===== config.mk =====
export PLATFORM = sky130hd
export DESIGN_NAME = control_sequencer
export DESIGN_NICKNAME = d
export VERILOG_FILES = /design/src/rtl/control_sequencer.sv
export SDC_FILE = /design/constraint.sdc
export NUM_CORES = 1
export LEC_CHECK = 0
export BUFFER_PORTS_ARGS = -buffer_cell sky130_fd_sc_hd__clkbuf_2
export CAP_MARGIN = 20
export CELL_PAD_IN_SITES_DETAIL_PLACEMENT = 2
export CELL_PAD_IN_SITES_GLOBAL_PLACEMENT = 2
export CORE_UTILIZATION = 34
export DETAILED_ROUTE_END_ITERATION = 10
export PLACE_DENSITY_LB_ADDON = 0.2
export SLEW_MARGIN = 20
export SYNTH_ARGS = -nofsm -noshare
export SYNTH_HDL_FRONTEND = slang
export SYNTH_SLANG_ARGS = --single-unit

===== constraint.sdc =====
create_clock -name CLK -period 4.95 [get_ports CLK]
set_clock_uncertainty 0.05 [all_clocks]
set_input_delay 0.7425 -clock CLK [delete_from_list [all_inputs] [get_ports CLK]]
set_output_delay 0.7425 -clock CLK [all_outputs]
set_load 0.005 [all_outputs]

===== src/rtl/control_sequencer.sv =====
// Datapath control sequencer: IDLE/INIT/RUN/FINISH FSM with combinational instruction decode in RUN.
// Optional RUN-cycle watchdog enabled by defining CTRL_WATCHDOG_EN (default build: disabled, timeout tied low).
//
// state  | meaning
// IDLE   | waiting for go; all controls low
// INIT   | START high for INIT_CYCLES cycles (datapath reset)
// RUN    | controls decoded from opcode/fcode, cycle_count running
// FINISH | program done, outputs held until ack
module control_sequencer #(
   parameter int unsigned INIT_CYCLES = 2,
   parameter logic [15:0] MAX_CYCLES  = 16'hFFFF
) (
   input  logic        CLK,
   input  logic        reset_n,
   input  logic        go,
   input  logic        ack,
   input  logic [3:0]  opcode,
   input  logic        fcode,
   input  logic        dp_done,
   output logic        START,
   output logic        CTRL_branch_rel_nz,
   output logic        CTRL_branch_rel_z,
   output logic        CTRL_branch_abs,
   output logic        CTRL_reg_write_en,
   output logic        CTRL_reg_sel,
   output logic        CTRL_lut_in,
   output logic        CTRL_mem_to_reg,
   output logic        CTRL_alu_src,
   output logic        CTRL_alu_sc_in,
   output logic        CTRL_read_mem,
   output logic        CTRL_write_mem,
   output logic [2:0]  CTRL_alu_op,
   output logic        busy,
   output logic        finished,
   output logic        timeout,
   output logic [15:0] cycle_count
);

   typedef enum logic [1:0] {S_IDLE, S_INIT, S_RUN, S_FINISH} state_t;

`ifdef CTRL_WATCHDOG_EN
   localparam bit WD_EN = 1'b1;
`else
   localparam bit WD_EN = 1'b0;
`endif

   state_t      r_state;
   logic [3:0]  r_init_cnt;
   logic [15:0] r_cycle_count;
   logic        r_timeout;
   logic [15:0] w_cnt_next;
   logic        w_wd_hit;
   logic        w_run_exit;

   assign w_cnt_next = (r_cycle_count == 16'hFFFF) ? r_cycle_count : r_cycle_count + 16'd1;
   assign w_wd_hit   = WD_EN && (w_cnt_next >= MAX_CYCLES);
   assign w_run_exit = dp_done || (opcode == 4'hF);

   always_ff @(posedge CLK or negedge reset_n) begin
      if (!reset_n) begin
         r_state       <= S_IDLE;
         r_init_cnt    <= 4'd0;
         r_cycle_count <= 16'd0;
         r_timeout     <= 1'b0;
      end else begin
         case (r_state)
            S_IDLE: begin
               if (go) begin
                  r_state       <= S_INIT;
                  r_init_cnt    <= 4'(INIT_CYCLES - 1);
                  r_cycle_count <= 16'd0;
                  r_timeout     <= 1'b0;
               end
            end
            S_INIT: begin
               if (r_init_cnt == 4'd0) r_state <= S_RUN;
               else                    r_init_cnt <= r_init_cnt - 4'd1;
            end
            S_RUN: begin
               r_cycle_count <= w_cnt_next;
               if (w_wd_hit) r_timeout <= 1'b1;
               if (w_wd_hit || w_run_exit) r_state <= S_FINISH;
            end
            S_FINISH: begin
               if (ack) r_state <= S_IDLE;
            end
            default: r_state <= S_IDLE;
         endcase
      end
   end

   assign START       = (r_state == S_INIT);
   assign busy        = (r_state == S_INIT) || (r_state == S_RUN);
   assign finished    = (r_state == S_FINISH);
   assign timeout     = r_timeout;
   assign cycle_count = r_cycle_count;

   // Decode is gated by RUN so no write or branch can leak out in other states.
   always_comb begin
      CTRL_branch_rel_nz = 1'b0;
      CTRL_branch_rel_z  = 1'b0;
      CTRL_branch_abs    = 1'b0;
      CTRL_reg_write_en  = 1'b0;
      CTRL_reg_sel       = 1'b0;
      CTRL_lut_in        = 1'b0;
      CTRL_mem_to_reg    = 1'b0;
      CTRL_alu_src       = 1'b0;
      CTRL_alu_sc_in     = 1'b0;
      CTRL_read_mem      = 1'b0;
      CTRL_write_mem     = 1'b0;
      CTRL_alu_op        = 3'd0;
      if (r_state == S_RUN) begin
         case (opcode)
            4'h0: CTRL_reg_write_en = 1'b1;
            4'h1: begin CTRL_alu_op = 3'd1; CTRL_reg_write_en = 1'b1; end
            4'h2: begin CTRL_alu_op = 3'd2; CTRL_reg_write_en = 1'b1; end
            4'h3: begin CTRL_alu_op = 3'd3; CTRL_reg_write_en = 1'b1; end
            4'h4: begin CTRL_alu_op = 3'd4; CTRL_alu_sc_in = fcode; CTRL_reg_write_en = 1'b1; end
            4'h5: begin CTRL_alu_op = 3'd5; CTRL_alu_sc_in = fcode; CTRL_reg_write_en = 1'b1; end
            4'h6: begin CTRL_alu_src = 1'b1; CTRL_reg_write_en = 1'b1; end
            4'h7: CTRL_alu_op = 3'd1;
            4'h8: begin CTRL_read_mem = 1'b1; CTRL_mem_to_reg = 1'b1; CTRL_reg_write_en = 1'b1; end
            4'h9: CTRL_write_mem = 1'b1;
            4'hA: CTRL_branch_rel_nz = 1'b1;
            4'hB: CTRL_branch_rel_z = 1'b1;
            4'hC: CTRL_branch_abs = 1'b1;
            4'hD: begin CTRL_branch_abs = 1'b1; CTRL_lut_in = 1'b1; end
            4'hE: begin CTRL_reg_sel = 1'b1; CTRL_reg_write_en = 1'b1; end
            default: ;
         endcase
      end
   end

endmodule

# Word-level counts from Yosys, hierarchy flattened
# Cells that the tools add are included.
# word_totals
reg_bits,22
output_inout_bits,34
# op_classes
addsub,2
n_eq_ne,25
mux,33
reduce_logical,14
# op_table
operator,count
"4-bit == test, second input constant",8
16-bit two-way mux,2
16-bit one-hot mux with 2 select lines,1
1-bit two-way mux,20
"16-bit by 1-bit adder with 16-bit output, second input constant",1
"16-bit == test, second input constant",1
"4-bit by 3-bit == test with 1-bit output, second input constant",4
3-bit one-hot mux with 5 select lines,1
"2-bit inequality test, second input constant",5
9-bit OR reduction,1
"4-bit by 2-bit == test with 1-bit output, second input constant",2
4-bit logical NOT,2
2-bit two-way mux,4
4-bit two-way mux,2
2-bit one-hot mux with 4 select lines,1
4-bit one-hot mux with 2 select lines,1
3-bit AND reduction,2
2-bit OR reduction,3
"2-bit == test, second input constant",2
"4-bit by 1-bit == test with 1-bit output, second input constant",1
4-bit AND reduction,1
2-bit nonzero test,2
"4-bit by 1-bit subtractor with 4-bit output, second input constant",1
3-bit two-way mux,1
other kinds (4),5

# Depth between registers and ports, before layout
# Gate-level depths: netlist of run 1.
# logic_depth
depth_word,4
ltp_mapped,8
depth_no_buf,6

# Worst setup path after synthesis of run 1
# Ideal clock, no wire load.
# synth_timing
path_type,reg2out
start,register r_state[0]
end,output port CTRL_read_mem
arrival_time_ns,1.569
slack_ns,2.589
path_stages_with_launch,8
path_buffers,3
cell_sequence,dfrtp_1 > inv_1 > ha_1 > buf_2 > clkbuf_1 > nand3b_1 > nor3_1 > buf_4
# synth_via
elab_chain_cells,2
# synth_rtl
item,line,source
start: declaration,47,state_t r_state;
start signal: assignment,61,r_state <= S_IDLE;
start signal: assignment,69,r_state <= S_INIT;
start signal: assignment,76,if (r_init_cnt == 4'd0) r_state <= S_RUN;
2-bit == test,112,if (r_state == S_RUN) begin
1-bit two-way mux,--,
end: declaration,30,"output logic CTRL_read_mem,"
# No other way between the ends.

# Final worst setup path of run 1
# layout_timing
start,register r_state[0]
end,output port CTRL_read_mem
# layout_via
elab_chain_cells,2
# layout_rtl
item,line
2-bit == test,112
1-bit two-way mux,112
# No other way between the ends.

==> results of run 1 <==
==> per-stage QoR <==
step / util, % / worst slack [ns] / total power, µW / hold slack, ns / instance area, µm²
after floorplan: - / 2.589 / 627.6 / 0.3969 / 1729
after global placement: 40.60 / 2.385 / 749.6 / 0.4923 / 1956
after detailed placement: 40.60 / 2.269 / 781.4 / 0.5292 / 1956
after CTS: 41.45 / 2.234 / 906.2 / 0.4568 / 1997
after global routing: 41.45 / 2.097 / 968.9 / 0.4626 / 1997
final: 41.45 / 2.252 / 894.2 / 0.4362 / 1997
==> power groups by stage <==
| stage | registers [µW] | clock network (µW) | logic (µW) |
|---|---|---|---|
| global placement | 302 | 0 | 448 |
| global route | 315 | 126 | 527 |
| CTS | 307 | 121 | 479 |
| finish | 306 | 116 | 472 |
| floorplan | 290 | 0 | 338 |
| detailed placement | 308 | 0 | 473 |
==> logic make-up (layout without fill, tap and decap cells) <==
| logic type | after synthesis | after routing |
|---|---|---|
| AOI/OAI and AO/OA | 47 | 47 |
| adders and majority gates | 7 | 7 |
| buffers and inverters | 20 | 54 |
| DFF | 22 | 22 |
| muxes | 7 | 7 |
| other | 1 | 1 |
| and+or+nand+nor | 88 | 88 |
==> routing by layer <==
layer	share of wire [%]	track usage (%)	up-vias	routed length, µm
met3	4.4	2.469	4	238
met1	46	28.10	837	2452
met2	49	36.73	44	2626
li1	-	-	792	-
met5	0	0	-	0
met4	0.80	5.983	0	43
==> placed cells by master (no fill, tap or decap), drive strengths merged, types with 2 or more instances in the layout <==
cell and instances:
o31ai 3, or3 2, o211ai 3, or3b 2, nand3b 5, nor2b 3, o21ai 8, nor4 2
mux2i 3, clkbuf 45, mux2 4, or4 6, nor3 7, o21a 2, and2 3, o41ai 2
a21o 3, nand2 16, dfrtp 22, o21bai 2, a21oi 3, a22o 7, o311ai 4, nor3b 3
nand3 12, nand2b 4, inv 8, nor2 14, ha 7, nand4 5
==> state kept, by name, summed over array words and instances, names as in the netlist <==
| register | count |
|---|---|
| cycle_count | 16 |
| r_init_cnt | 4 |
| r_state | 2 |
==> how the worst max path moves through the flow <==
stage / cells after the start / end / slack (ns) / from
2_1_floorplan: 7 / CTRL_read_mem / 2.59 / r_state[0]
3_3_place_gp: 5 / cycle_count[13] / 2.39 / go
3_5_place_dp: 5 / cycle_count[13] / 2.27 / go
4_1_cts: 6 / CTRL_read_mem / 2.23 / r_state[0]
5_1_grt: 6 / CTRL_read_mem / 2.10 / r_state[0]
6_report: 6 / CTRL_read_mem / 2.25 / r_state[0]
==> area by class of cell <==
class	instances	area, µm²	area share (%)
well taps	67	83.83	4.198
inverters	8	30.03	1.504
flip-flops and latches	22	550.5	27.57
repair buffers	43	217.7	10.90
clock buffers	3	41.29	2.068
multi-input cells	150	1074	53.76
==> metrics.cfg, run 1 <==
[outcome]
status=complete, no violations

[worst_setup_path]
r2r_end=cycle_count[13]
cp_max_fo=36
path_cells=inv_1, ha_1, buf_4, nand3b_1, nor3_1, clkbuf_2
critPathMaxStageDelay_ns=0.41
r2r_setup_slack_ns=2.48
critPathKind=flop to primary output
cp.required_ns=4.16
cp-start-kind=flop
path_buf_inv=3
timing.rr.start=r_state[0]
crit_family=buffers and inverters
crit_path_end_kind=primary output
arrival_ns=1.91
reg2reg_depth=6
worst_path_max_delay_cell=dfrtp_1

[place]
dp.cells=290
dp_hpwl_um=3977
io_buffers=42
gp_congestion=0.8694

[floorplanning]
start_util_pct=35.90
coreArea_um2=4817
dieWidth_um=73.32
die_h_um=73.32
ios=44
fp-row-count=25
dieArea_um2=5375

[sta]
fin_crit_sh_pct=54.50
rsz0062_at_grt=false
relSlewSlack_pct=44.63
setup_viol=0
worstMarginPinSlew_ns=0.8289
fmax_mhz=370.7
setup_tns_ns=0
min_period_ns=2.698
slew_violations=0
hold_violations=0

[layout]
area_growth_pct=15.49
n_antenna_cell=0
nets=245
final_layout_size_suffix_gt1_share_pct=26.99
fillers=566
fin_cells=293

[route]
drt-pass1-iter-count=4
ant_nets=0
vias=1677
drt_iter0_markers=62
drc=0
wl_per_cell_um=18.29
vias_per_cell=5.724
wirelength_um=5360

[global_routing]
track_usage_pct=21.29
grt_pass1_vias=1703
grt_overflow_total=0
grt_max_degree=37
antenna_found_initial=0
grt_pass1_wl_um=8776

[run]
cap_violations=0

[synthesis]
synth.yosys.warnings=0
yosys-top-cells-count=dfrtp_1 (22), nand2_1 (16), nor2_1 (14)
synth-edff-count=0
yosys.area.top_type_share_pct=31.84
synth_top_family_by_area=simple AND/OR/NAND/NOR gates
synth_cell_type_count=57
yosys.area.top_type=dfrtp_1
post-synth-top-count-cell=dfrtp_1
syn-cell-area_um2=1729
yosys.area_share.simple_pct=31.48
ys_seq_elements=22
synth-compound-area-share_pct=20.77
synth_nets=209
synth-main-ff-cell=dfrtp_1
synthArstFlopShare_pct=100.0
synthMuxAreaShare_pct=4.559
syn_area_per_cell_um2=9.006
synthCells=192
seq_area_frac_synth_pct=31.84
synthXorXnorAreaFrac_pct=0
synthAdderAreaFrac_pct=5.065
synth_area_leaders=dfrtp_1 (32%), ha_1 (5.1%), nand3_1 (3.5%)

[pwr]
power_switching_uw=420.0
p_comb_share_pct=52.8
power_frac_seq_pct=34.2
power_density_nw_per_um2=447.8
p_clk_share_pct=13.0
power.share.switching_pct=46.97
leakage_uw=0.0009467
peakVddDrop_mv=0.2036
p_int_uw=474.2

[hold_path]
min_path_type=input port to asynchronous set/reset pin

[clock_tree]
cts_htree_levels=1
cts_setup_buffers=0
path_clk_slew_ns=0.09
hold_buffers=0
clk-insertion-delay-late_ns=0.27
cts_resized=0
clk_path_buf_depth=2
cts_buffers=3
cts_num_sinks=22
cts-root-buf=clkbuf_8
cts_tree=done

(Power assumes the default switching activity.)
==> inputs of run 2 (changes only) <==
--- a/config.mk
+++ b/config.mk
@@ -5,11 +5,12 @@
 export SDC_FILE = /design/constraint.sdc
 export NUM_CORES = 1
 export LEC_CHECK = 0
+export ABC_AREA = 1
 export BUFFER_PORTS_ARGS = -buffer_cell sky130_fd_sc_hd__clkbuf_2
 export CAP_MARGIN = 20
 export CELL_PAD_IN_SITES_DETAIL_PLACEMENT = 2
 export CELL_PAD_IN_SITES_GLOBAL_PLACEMENT = 2
-export CORE_UTILIZATION = 34
+export CORE_UTILIZATION = 25
 export DETAILED_ROUTE_END_ITERATION = 10
 export PLACE_DENSITY_LB_ADDON = 0.2
 export SLEW_MARGIN = 20
==> constraint.sdc (replaced) <==
create_clock -name CLK -period 2.26 [get_ports CLK]
set_clock_uncertainty 0.05 [all_clocks]
set_input_delay 0.339 -clock CLK [delete_from_list [all_inputs] [get_ports CLK]]
set_output_delay 0.339 -clock CLK [all_outputs]
set_load 0.005 [all_outputs]
==> run 2 against run 1 <==
Net effect: power rose by 92%; register-to-register slack worse by 2.1 ns; cell area shrank 2.4%; wire length fell by 8.5%; setup slack got worse by 2.0 ns; first-iteration DRC count decreased by 56%; sequential power grew 83%; largest power group unchanged.
==> metrics.cfg, run 2 <==
[synthesis]
yosys.area.top_type_share_pct=33.59
synthArstFlopShare_pct=100.0
synth_nets=252
seq_area_frac_synth_pct=33.59
syn-cell-area_um2=1639
syn_area_per_cell_um2=6.975
synth.yosys.warnings=0
synth-main-ff-cell=dfrtp_1
synth_area_leaders=dfrtp_1 (34%), nand2_1 (15%), nor2_1 (6.9%)
synthCells=235
ys_seq_elements=22
synth_cell_type_count=27
post-synth-top-count-cell=nand2_1
yosys-top-cells-count=nand2_1 (67), nor2_1 (30), inv_1 (29)
yosys.area.top_type=dfrtp_1
synth-edff-count=0

[route]
drt-pass1-iter-count=4
drc=0
wirelength_um=4903
ant_nets=0
vias=1675
vias_per_cell=4.732
drt_iter0_markers=27
wl_per_cell_um=13.85

[clock_tree]
clk_path_buf_depth=2
cts_setup_buffers=0
path_clk_slew_ns=0.09
cts_htree_levels=1
cts-root-buf=clkbuf_8
cts_num_sinks=22
cts_resized=0
clk-insertion-delay-late_ns=0.27
hold_buffers=0
cts_tree=done
cts_buffers=3

[layout]
area_growth_pct=18.86
mostFrequentLayoutCell=nand2_1
nets=295
fillers=798
final_layout_size_suffix_gt1_share_pct=22.74
largest_reg_flops=16
n_antenna_cell=0
final_cell_mix=nand2_1 (67), clkbuf_2 (42), nor2_1 (30)
fin_cells=354

[pwr]
power.total_uw=1715
peakVddDrop_mv=0.2546
power_density_nw_per_um2=880.1
leakage_uw=0.0009390

[worst_setup_path]
cp.required_ns=1.87
cp-start-kind=flop
reg2reg_depth=9
r2r_end=cycle_count[9]
critPathKind=flop to primary output
arrival_ns=1.60
cp_max_fo=6
timing.rr.start=r_state[0]
crit_path_end_kind=primary output
r2r_setup_slack_ns=0.38

[sta]
fin_crit_sh_pct=88.10
fmax_mhz=502.2
worstMarginPinSlew_ns=0.5877
relSlewSlack_pct=60.82
setup_viol=0
setup_tns_ns=0
min_period_ns=1.991
hold_violations=0
slew_violations=0
rsz0062_at_grt=false

[floorplanning]
die_h_um=82.97
coreArea_um2=6350
dieArea_um2=6884
fp-row-count=29
dieWidth_um=82.97
ios=44
start_util_pct=25.81

[place]
io_buffers=42
dp_hpwl_um=4002
dp.cells=350
gp_congestion=0.7635

[global_routing]
track_usage_pct=15.12
grt_max_degree=23
antenna_found_initial=0
grt_overflow_total=0
grt_pass1_wl_um=8521
grt_pass1_vias=1759

[hold_path]
min_path_type=input port to asynchronous set/reset pin

[outcome]
status=complete, no violations

[run]
cap_violations=0

-- run 2: cell type report --
class	instances	area, µm²	share of cell area, %
Tap cell	77	96.34	4.945
Clock buffer	4	55.05	2.826
Timing Repair Buffer	43	217.7	11.18
Sequential cell	22	550.5	28.26
Multi-Input combinational cell	179	919.6	47.21
Inverter	29	108.9	5.588
-- run 2: through the flow --
step	util (%)	hold WS (ns)	setup slack, ns	instance area [µm²]
after floorplan	-	-0.006591	0.5216	1639
final	30.68	0.002052	0.2689	1948
after global routing	30.68	0.04645	0.06975	1948
after detailed placement	29.81	0.3214	0.3426	1893
after global placement	29.81	0.3304	0.4381	1893
after CTS	30.68	0.02687	0.2071	1948
-- run 2: worst max path at each step --
stage,cells past startpoint,startpoint,to
after global routing,5,r_state[0],CTRL_alu_op[1]
after global placement,8,r_state[0],cycle_count[5]
after CTS,5,r_state[0],CTRL_alu_op[1]
final,5,r_state[0],CTRL_mem_to_reg
after detailed placement,9,r_state[0],cycle_count[3]
after floorplan,6,r_state[0],CTRL_read_mem
-- run 2: critical path, stage by stage, from the launching register on --
cell and delay, ns:
dfrtp_1 0.42, inv_1 0.09, ha_1 0.24, nand2_1 0.18, nor3_1 0.25, clkbuf_2 0.15
-- run 2: routing by layer --
layer / routed length (µm) / GRT usage, % / vias up
met3: 118 / 1.292 / 4
met1: 2393 / 20.50 / 808
met2: 2347 / 26.15 / 31
met4: 43 / 3.292 / 0
li1: - / - / 832
met5: 0 / 0 / -
-- run 2: report_power, final --
group	switching (µW)	total (µW)	internal [µW]
combinational	579	858	279
sequential	88.6	561	473
clock	140	295	156
-- run 2: logic make-up after synthesis --
kind of cell               share of synthesized area [%]
AOI/OAI and AO/OA                                  9.542
xor gates and xnor gates                           1.603
adders and majority gates                          5.343
buffers and inverters                              10.30
DFF                                                33.59
other                                             0.2288
and+or+nand+nor                                    39.39
==> inputs of run 3 (changes only) <==
--- a/config.mk
+++ b/config.mk
@@ -12,8 +12,9 @@
 export CELL_PAD_IN_SITES_GLOBAL_PLACEMENT = 2
 export CORE_UTILIZATION = 25
 export DETAILED_ROUTE_END_ITERATION = 10
-export PLACE_DENSITY_LB_ADDON = 0.2
-export SLEW_MARGIN = 20
+export HOLD_SLACK_MARGIN = 0.1
+export PLACE_DENSITY_LB_ADDON = 0.1
+export SLEW_MARGIN = 40
 export SYNTH_ARGS = -nofsm -noshare
 export SYNTH_HDL_FRONTEND = slang
 export SYNTH_SLANG_ARGS = --single-unit
==> run 3 against run 2 <==
Net effect: cell count grew 0.28%; via count rose by 0.66%; critical path depth stayed put; die area stayed put; largest power group unchanged; worst hold slack better by 0.46 ns; critical endpoint is now CTRL_write_mem; setup slack lost 0.039 ns; power increased by 6.2%; sequential cell count unchanged; largest cell class unchanged; global-route usage rose by 0.32 points; combinational power increased by 1%; non-clock buffer count grew 1; register-to-register slack better by 0.05 ns.
==> metrics.cfg, run 3 (synthesized netlist as in run 2, its figures left out) <==
[pwr]
power.share.switching_pct=45.51
power_density_nw_per_um2=918.5
peakVddDrop_mv=0.2961
power_switching_uw=828.5
leakage_uw=0.0009493
power_frac_seq_pct=30.9
p_clk_share_pct=21.4
p_int_uw=991.9
p_comb_share_pct=47.8

[clock_tree]
cts_buffers=3
cts_htree_levels=1
clk-insertion-delay-late_ns=0.28
path_clk_slew_ns=0.10
cts_tree=done
cts-root-buf=clkbuf_8
cts_setup_buffers=0
cts_num_sinks=22
clk_path_buf_depth=2

[floorplanning]
fp-row-count=29
coreArea_um2=6350
ios=44
start_util_pct=25.81
dieArea_um2=6884
die_h_um=82.97
dieWidth_um=82.97

[run]
cap_violations=0

[outcome]
status=complete, no violations

[worst_setup_path]
crit_path_end_kind=primary output
cp_max_fo=9
critPathKind=flop to primary output
cp-start-kind=flop
path_cells=inv_1, ha_2, nand2_1, nor3_1, clkbuf_2
critPathMaxStageDelay_ns=0.43
arrival_ns=1.64
worst_path_max_delay_cell=dfrtp_1
cp.required_ns=1.87

[hold_path]
min_path_type=flop to flop

[route]
drc=0
wl_per_cell_um=14.29
vias_per_cell=4.749
wirelength_um=5072
vias=1686
drt_iter0_markers=36
drt-pass1-iter-count=4
ant_nets=0

[layout]
mostFrequentLayoutCell=nand2_1
fin_cells=355
n_antenna_cell=0
final_layout_size_suffix_gt1_share_pct=23.38
nets=296
final_cell_mix=nand2_1 (67), clkbuf_2 (42), nor2_1 (30)
largest_reg_flops=16
area_growth_pct=20.92

[sta]
setup_viol=0
rsz0062_at_grt=false
fmax_mhz=492.6
slew_violations=0
hold_violations=0
fin_crit_sh_pct=89.83
min_period_ns=2.030
relSlewSlack_pct=59.53
setup_tns_ns=0
worstMarginPinSlew_ns=0.6071

[place]
dp_hpwl_um=3963
io_buffers=42
dp.cells=350
gp_congestion=0.6959

[global_routing]
antenna_found_initial=0
grt_max_degree=23
grt_pass1_wl_um=8535
grt_pass1_vias=1704
track_usage_pct=15.44
grt_overflow_total=0

## run 3: routing by layer
layer	vias up	global-route usage, %	share of wire (%)
li1	831	-	-
met1	825	20.75	48
met2	25	26.30	49
met3	5	2.783	2.9
met4	0	2.351	0.53
met5	-	0	0
## run 3: area by class of cell
class | instances | area, µm²
clock buffer | 3 | 41.29
clock inverter | 1 | 30.03
fill | 780 | 4368
inverter | 29 | 108.9
multi-input combinational | 179 | 927.1
sequential | 22 | 550.5
tap | 77 | 96.34
timing repair buffer | 44 | 227.7
## run 3: path summary, 6_finish.rpt
| kind | startpoint | endpoint | slack (ns) | cells past startpoint |
|---|---|---|---|---|
| min reg2reg | r_init_cnt[1] | r_init_cnt[1] | 0.46 | 2 |
| max reg2reg | cycle_count[0] | cycle_count[3] | 0.43 | 7 |
| min in group asynchronous | reset_n | cycle_count[5] | 0.54 | 2 |
| max in group asynchronous | reset_n | cycle_count[11] | 1.21 | 2 |
| min | r_init_cnt[1] | r_init_cnt[1] | 0.46 | 2 |
| max | r_state[0] | CTRL_write_mem | 0.23 | 5 |
## run 3: what timing repair did
| item | CTS | global route |
|---|---|---|
| setup endpoints to repair | 0 | 8 |
| endpoints found under the hold margin | 22 | 0 |
| hold buffers | 1 | 0 |
| resized for setup | 0 | 2 |
## run 3: worst max-delay path, delay by kind of cell (launching register included)
family | cells | cell delay, ns
simple gates | 2 | 0.42
buf+inv | 2 | 0.24
fa+ha+maj | 1 | 0.29
flops | 1 | 0.43
## run 3: power groups by stage
stage	Sequential [µW]	Clock, µW	Combinational, µW
floorplan	550	0	690
global placement	570	0	871
detailed placement	571	0	886
CTS	565	405	891
global route	577	416	997
finish	562	389	870
## run 3: stage by stage
stage	hold slack (ns)	total power (µW)	setup slack, ns	util, %	area, µm²
after global placement	0.3381	1441	0.4068	29.81	1893
after global routing	0.5022	1990	0.06442	31.21	1982
final	0.4576	1820	0.2298	31.21	1982
after detailed placement	0.3406	1457	0.3393	29.81	1893
after CTS	0.4646	1860	0.02225	31.09	1974
after floorplan	-0.006591	1241	0.5216	-	1639
